File: src/rtl/rv64_pkg.sv
// Shared RV64 constants: datapath width, writeback source encodings and load funct3 codes.
// Also holds the load alignment rule used by the writeback stage.
package rv64_pkg;

  localparam int XLEN = 64;

  typedef enum logic [1:0] {
    WB_ALU  = 2'b00,
    WB_LOAD = 2'b01,
    WB_PC4  = 2'b10,
    WB_IMM  = 2'b11
  } wbsel_e;

  localparam logic [2:0] F3_LB  = 3'b000;
  localparam logic [2:0] F3_LH  = 3'b001;
  localparam logic [2:0] F3_LW  = 3'b010;
  localparam logic [2:0] F3_LD  = 3'b011;
  localparam logic [2:0] F3_LBU = 3'b100;
  localparam logic [2:0] F3_LHU = 3'b101;
  localparam logic [2:0] F3_LWU = 3'b110;
  localparam logic [2:0] F3_LDX = 3'b111;

  // Byte loads can never be misaligned; 111 follows the doubleword rule.
  function automatic logic load_misaligned(input logic [2:0] funct3, input logic [2:0] addr_lo);
    logic mis;
    mis = 1'b0;
    case (funct3)
      F3_LH, F3_LHU:  mis = addr_lo[0];
      F3_LW, F3_LWU:  mis = |addr_lo[1:0];
      F3_LD, F3_LDX:  mis = |addr_lo;
      default:        mis = 1'b0;
    endcase
    return mis;
  endfunction

endpackage

File: src/rtl/load_extend.sv
// Combinational load data alignment and sign/zero extension for RV64 loads.
// The raw doubleword is shifted down by the byte offset, then extended by funct3.
module load_extend
  import rv64_pkg::*;
#(
  parameter int XLEN = 64
) (
  input  logic [XLEN-1:0] i_raw,
  input  logic [2:0]      i_funct3,
  input  logic [2:0]      i_addr_lo,
  output logic [XLEN-1:0] o_data
);

  logic        [XLEN-1:0] w_shift;
  logic signed [XLEN-1:0] w_sb;
  logic signed [XLEN-1:0] w_sh;
  logic signed [XLEN-1:0] w_sw;
  logic        [XLEN-1:0] w_ub;
  logic        [XLEN-1:0] w_uh;
  logic        [XLEN-1:0] w_uw;

  assign w_shift = i_raw >> {i_addr_lo, 3'b000};

  assign w_sb = {{(XLEN-8){w_shift[7]}},   w_shift[7:0]};
  assign w_sh = {{(XLEN-16){w_shift[15]}}, w_shift[15:0]};
  assign w_sw = {{(XLEN-32){w_shift[31]}}, w_shift[31:0]};
  assign w_ub = {{(XLEN-8){1'b0}},  w_shift[7:0]};
  assign w_uh = {{(XLEN-16){1'b0}}, w_shift[15:0]};
  assign w_uw = {{(XLEN-32){1'b0}}, w_shift[31:0]};

  always_comb begin
    o_data = w_shift;
    case (i_funct3)
      F3_LB:   o_data = w_sb;
      F3_LH:   o_data = w_sh;
      F3_LW:   o_data = w_sw;
      F3_LBU:  o_data = w_ub;
      F3_LHU:  o_data = w_uh;
      F3_LWU:  o_data = w_uw;
      default: o_data = w_shift;
    endcase
  end

endmodule

File: src/rtl/wb_stage.sv
// RV64 writeback stage: MEM/WB stage register, writeback source mux, load extension,
// misaligned-load detection and the retired-instruction counter.
module wb_stage
  import rv64_pkg::*;
#(
  parameter int XLEN = rv64_pkg::XLEN
) (
  input  logic            clk,
  input  logic            rst,
  input  logic            in_valid,
  input  logic            stall,
  input  logic            flush,
  input  logic            in_regwrite,
  input  logic [4:0]      in_rd,
  input  logic [1:0]      in_wbsel,
  input  logic [XLEN-1:0] in_alu_result,
  input  logic [XLEN-1:0] in_load_data,
  input  logic [2:0]      in_funct3,
  input  logic [2:0]      in_addr_lo,
  input  logic [XLEN-1:0] in_pc_plus4,
  input  logic [XLEN-1:0] in_imm,
  output logic            write,
  output logic [4:0]      writenum,
  output logic [XLEN-1:0] write_data,
  output logic            misalign_err,
  output logic [63:0]     instret
);

  logic            r_valid;
  logic            r_regwrite;
  logic [4:0]      r_rd;
  wbsel_e          r_wbsel;
  logic [XLEN-1:0] r_alu;
  logic [XLEN-1:0] r_load;
  logic [2:0]      r_funct3;
  logic [2:0]      r_addr_lo;
  logic [XLEN-1:0] r_pc4;
  logic [XLEN-1:0] r_imm;
  logic [63:0]     r_instret;

  logic [XLEN-1:0] w_load_ext;
  logic            w_misalign;
  logic            w_retire;

  // Stage register: flush beats stall; reset squashes whatever is held.
  always_ff @(posedge clk or posedge rst) begin
    if (rst) begin
      r_valid    <= 1'b0;
      r_regwrite <= 1'b0;
      r_rd       <= '0;
      r_wbsel    <= WB_ALU;
      r_alu      <= '0;
      r_load     <= '0;
      r_funct3   <= '0;
      r_addr_lo  <= '0;
      r_pc4      <= '0;
      r_imm      <= '0;
    end else if (flush) begin
      r_valid    <= 1'b0;
    end else if (!stall) begin
      r_valid    <= in_valid;
      r_regwrite <= in_regwrite;
      r_rd       <= in_rd;
      r_wbsel    <= wbsel_e'(in_wbsel);
      r_alu      <= in_alu_result;
      r_load     <= in_load_data;
      r_funct3   <= in_funct3;
      r_addr_lo  <= in_addr_lo;
      r_pc4      <= in_pc_plus4;
      r_imm      <= in_imm;
    end
  end

  load_extend #(.XLEN(XLEN)) u_load_extend (
    .i_raw     (r_load),
    .i_funct3  (r_funct3),
    .i_addr_lo (r_addr_lo),
    .o_data    (w_load_ext)
  );

  assign w_misalign = r_valid && (r_wbsel == WB_LOAD) && load_misaligned(r_funct3, r_addr_lo);
  assign w_retire   = r_valid && !stall && !w_misalign;

  always_comb begin
    write_data = r_alu;
    case (r_wbsel)
      WB_ALU:  write_data = r_alu;
      WB_LOAD: write_data = w_load_ext;
      WB_PC4:  write_data = r_pc4;
      WB_IMM:  write_data = r_imm;
      default: write_data = r_alu;
    endcase
  end

  assign write        = r_valid && r_regwrite && (r_rd != 5'd0) && !w_misalign && !stall;
  assign writenum     = r_rd;
  assign misalign_err = w_misalign;

  // Retirement counter: counts every completed instruction, including x0 and non-writing ones.
  always_ff @(posedge clk or posedge rst) begin
    if (rst) begin
      r_instret <= '0;
    end else if (w_retire) begin
      r_instret <= r_instret + 64'd1;
    end
  end

  assign instret = r_instret;

endmodule

File: config.mk
export PLATFORM = sky130hd
export DESIGN_NAME = wb_stage
export DESIGN_NICKNAME = d
export VERILOG_FILES = /design/src/rtl/rv64_pkg.sv /design/src/rtl/load_extend.sv /design/src/rtl/wb_stage.sv
export SDC_FILE = /design/constraint.sdc
export NUM_CORES = 1
export LEC_CHECK = 0
export CAP_MARGIN = 20
export CORE_MARGIN = 2
export CORE_UTILIZATION = 45
export DETAILED_ROUTE_END_ITERATION = 10
export DONT_BUFFER_PORTS = 1
export PLACE_DENSITY = 0.7
export SLEW_MARGIN = 20
export SYNTH_ARGS = -nofsm -noshare
export SYNTH_HDL_FRONTEND = slang
export SYNTH_HIERARCHICAL = 1
export SYNTH_SLANG_ARGS = --single-unit
export TNS_END_PERCENT = 1
File: constraint.sdc
create_clock -name clk -period 13.2 [get_ports clk]
set_input_delay 3.3 -clock clk [delete_from_list [all_inputs] [get_ports clk]]
set_output_delay 3.3 -clock clk [all_outputs]
set_load 0.01 [all_outputs]
==> impl_results.md <==
- # clock sinks: 335
- Fill cells: 3178
- Hold/Removal Path Class: flip-flop to flip-flop
- Number of synthesized flops with an enable pin: 0
- Total GRT Usage: 0.247
- Total grt overflow: 0
- Final Cell Area: 18500 um^2
- Nets: 1482
- Critical path cell sequence: buf_4 -> clkinv_1 -> mux4_2 -> or4_4 -> o2111ai_1 -> mux4_2
- Critical Path End Type: primary output
- Synth warn: 6
- Post-CTS setup buffers: 0
- Top FF cell, synth: dfrtp_1
- Max Clock Skew: 0.0146 ns
- Critical Path Fanout Max: 56
- Dpl cell area: 17300 um^2
- Slew HR: 0.272
- Outcome: completed
- Largest stage delay on the critical path: 0.82 ns
- Num CTS Buffers: 37
- DR DRC count: 0
- DP Cell Count: 1641
- RSZ-0062 raised after global routing: no
- Mapped cell area: 16900 um^2
- Clock Latency Late Sink: 0.54 ns
- Crit path time final: 7.56 ns
- CP arrival: 4.26 ns
- Fmax achieved: 132 MHz
- Synth top area cells: dfrtp_1 (50%), mux2_2 (18%), mux4_2 (13%)
- Most common cell after layout, fill and taps aside: dfrtp_1
- Crit path buf inv count: 2
- Root Driver: clkbuf_16
- Post-synthesis sequential element count: 335
- Final setup vio count: 0
- Most frequent cells in the layout: dfrtp_1 (331), mux2_2 (275), mux4_2 (95)
- Post-route ant nets: 0
- CP startpoint kind: flip-flop
- Area leader, netlist: dfrtp_1
- Hold Buf Count CTS: 0
- CP most frequent cell: mux4_2
- # H-tree levels: 2
- Final WL: 48.3 mm
- CTS resizes: 0
- Grt met2 use: 0.401
- Final Wtd Congestion: 0.857
- Syn Area/Cell: 13.7 um^2
- Register area: 8400 um^2
- Non-filler cells, final: 1712
- Clock Pin Slew Worst Setup and Hold Paths: 0.06 ns
- PortBufs: 0
- Die Y-Extent: 198 um
- GR Util met3: 0.0875
- Starting density of the core: 0.454
- Ys async rst share: 1.00
- Post-synth top area share: 0.495
- Core area: 37300 um^2
- Die width: 198 um
- Drt pass-1 iters: 7
- Half-perimeter wire length after placement: 35.3 mm
- DR vias: 10700
- Top Usage Layer GRT: met2
- Post-Syn Nets: 1513
- Final worst setup slack: 5.64 ns
- First-pass GRT wire length: 71.2 mm
- CP Class: flip-flop to primary output
- Pin count of the biggest net entering global routing: 165
- Multi-input logic area: 8150 um^2
- Gate Count Post-Synth: 1237
- Pre-CTS setup slack: 5.84 ns
- VDD IR-drop max: 0.132 mV
- Final worst path period share: 0.573
- DR iter-0 viols: 612
- Final hold viol count: 0
- Pins over their slew limit: 0
- Row Count: 71
- IO Pins: 410
- Setup TNS: 0 ns
- Seq/Total Area, Yosys: 0.495
- Initial antenna violation count: 14
- Fin Hold WS: 0.500 ns
- Vias in the first global route: 11000
- Distinct cell type count after synthesis: 53
- Vias per Instance: 6.26
- Pwr/cell area: 159 nW/um^2
- Share of layout cells above drive strength 1: 0.376
- Drt wl/cell: 28.2 um
- # Max-Cap Violations: 0
- Slowest-stage cell, CP: clkinv_1
- DIE AREA: 39200 um^2
- CP top delay family: multiplexers
- TritonCTS clock tree: done
- Worst endpoint required time: 9.90 ns
- M1 GR Usage: 0.303
- Pleak: 7.64 nW
- Area Growth Syn to Fin: 9.29%
- Worst-Margin Slew: 1.09 ns
- Bufs on Longest Clock Path: 3
==> flip-flops by register name, summed over array words and instances (netlist names) <==
signal	count
writenum	5
r_alu	64
r_imm	64
r_valid	1
r_addr_lo	3
instret	64
r_pc4	64
r_wbsel	2
r_funct3	3
r_load	64
r_regwrite	1
==> power breakdown <==
| part | internal, mW | switching, mW | total [mW] |
|---|---|---|---|
| Clock | 0.613 | 0.412 | 1.03 |
| Sequential | 1.16 | 0.141 | 1.30 |
| Combinational | 0.311 | 0.313 | 0.624 |
| Total | 2.08 | 0.866 | 2.95 |
==> layout make-up <==
| class | count | share of cell area |
|---|---|---|
| clock buffers | 51 | 0.0567 |
| clock inverters | 12 | 0.00785 |
| well taps | 474 | 0.0321 |
| inverters | 6 | 0.00162 |
| repair buffers | 13 | 0.00595 |
| multi-input cells | 813 | 0.441 |
| diodes | 8 | 0.00108 |
| flip-flops and latches | 335 | 0.454 |
==> synth_stat cells, drive strengths merged, types with 3 or more instances <==
cell type and n:
or4 3, o21ai 23, nor4 11, clkbuf 50, mux2i 38, nor2b 11, o2111ai 5, and3 20
nand2 74, xnor2 40, nand4 59, dfrtp 335, o2bb2ai 8, mux2 275, and4 8, nor2 29
and2 7, nand3 44, inv 5, xor2 23, nor3 15, buf 33, mux4 95
==> worst register-to-register path, stage by stage, from the launching register on <==
cell	delay, ns
dfrtp_4	0.83
buf_4	0.83
nand3b_1	0.27
o311ai_1	0.85
nor3_1	0.28
and3_1	0.28
xor2_1	0.13
==> layer usage <==
| layer | routed length [um] | up-vias | part of all wire |
|---|---|---|---|
| li1 | - | 4606 | - |
| met2 | 23200 | 440 | 0.48 |
| met3 | 4570 | 81 | 0.095 |
| met5 | 89 | - | 0.0018 |
| met4 | 1590 | 12 | 0.033 |
| met1 | 18800 | 5581 | 0.39 |
==> cells by family (layout without fill, tap and decap cells) <==
| group | after synthesis | in the layout | share of synthesized area |
|---|---|---|---|
| compound gates | 48 | 48 | 0.0192 |
| mux | 408 | 408 | 0.332 |
| simple gates | 293 | 293 | 0.0964 |
| buf+inv | 89 | 82 | 0.0237 |
| fa+ha+maj | 1 | 1 | 0.000739 |
| flops | 335 | 335 | 0.495 |
| other cells | 0 | 8 | 0 |
| xor+xnor | 63 | 63 | 0.0326 |
==> final timing paths <==
check | startpoint | to | slack (ns) | cells past startpoint
max in group asynchronous | rst | r_alu[42] | 9.06 | 2
worst min-delay path | r_pc4[36] | r_pc4[36] | 0.50 | 1
min in group asynchronous | rst | r_alu[1] | 2.72 | 1
worst max register to register | r_wbsel[0] | instret[14] | 9.61 | 6
worst min register to register | r_pc4[36] | r_pc4[36] | 0.50 | 1
worst max-delay path | r_addr_lo[2] | write_data[54] | 5.64 | 6
==> metrics by stage <==
step,power (mW),util
after global routing,3.08,0.495
after detailed placement,1.94,0.463
after global placement,1.92,0.463
after CTS,2.98,0.495
final,2.95,0.496
after floorplan,1.75,-
Power figures use the tool's default switching activity.
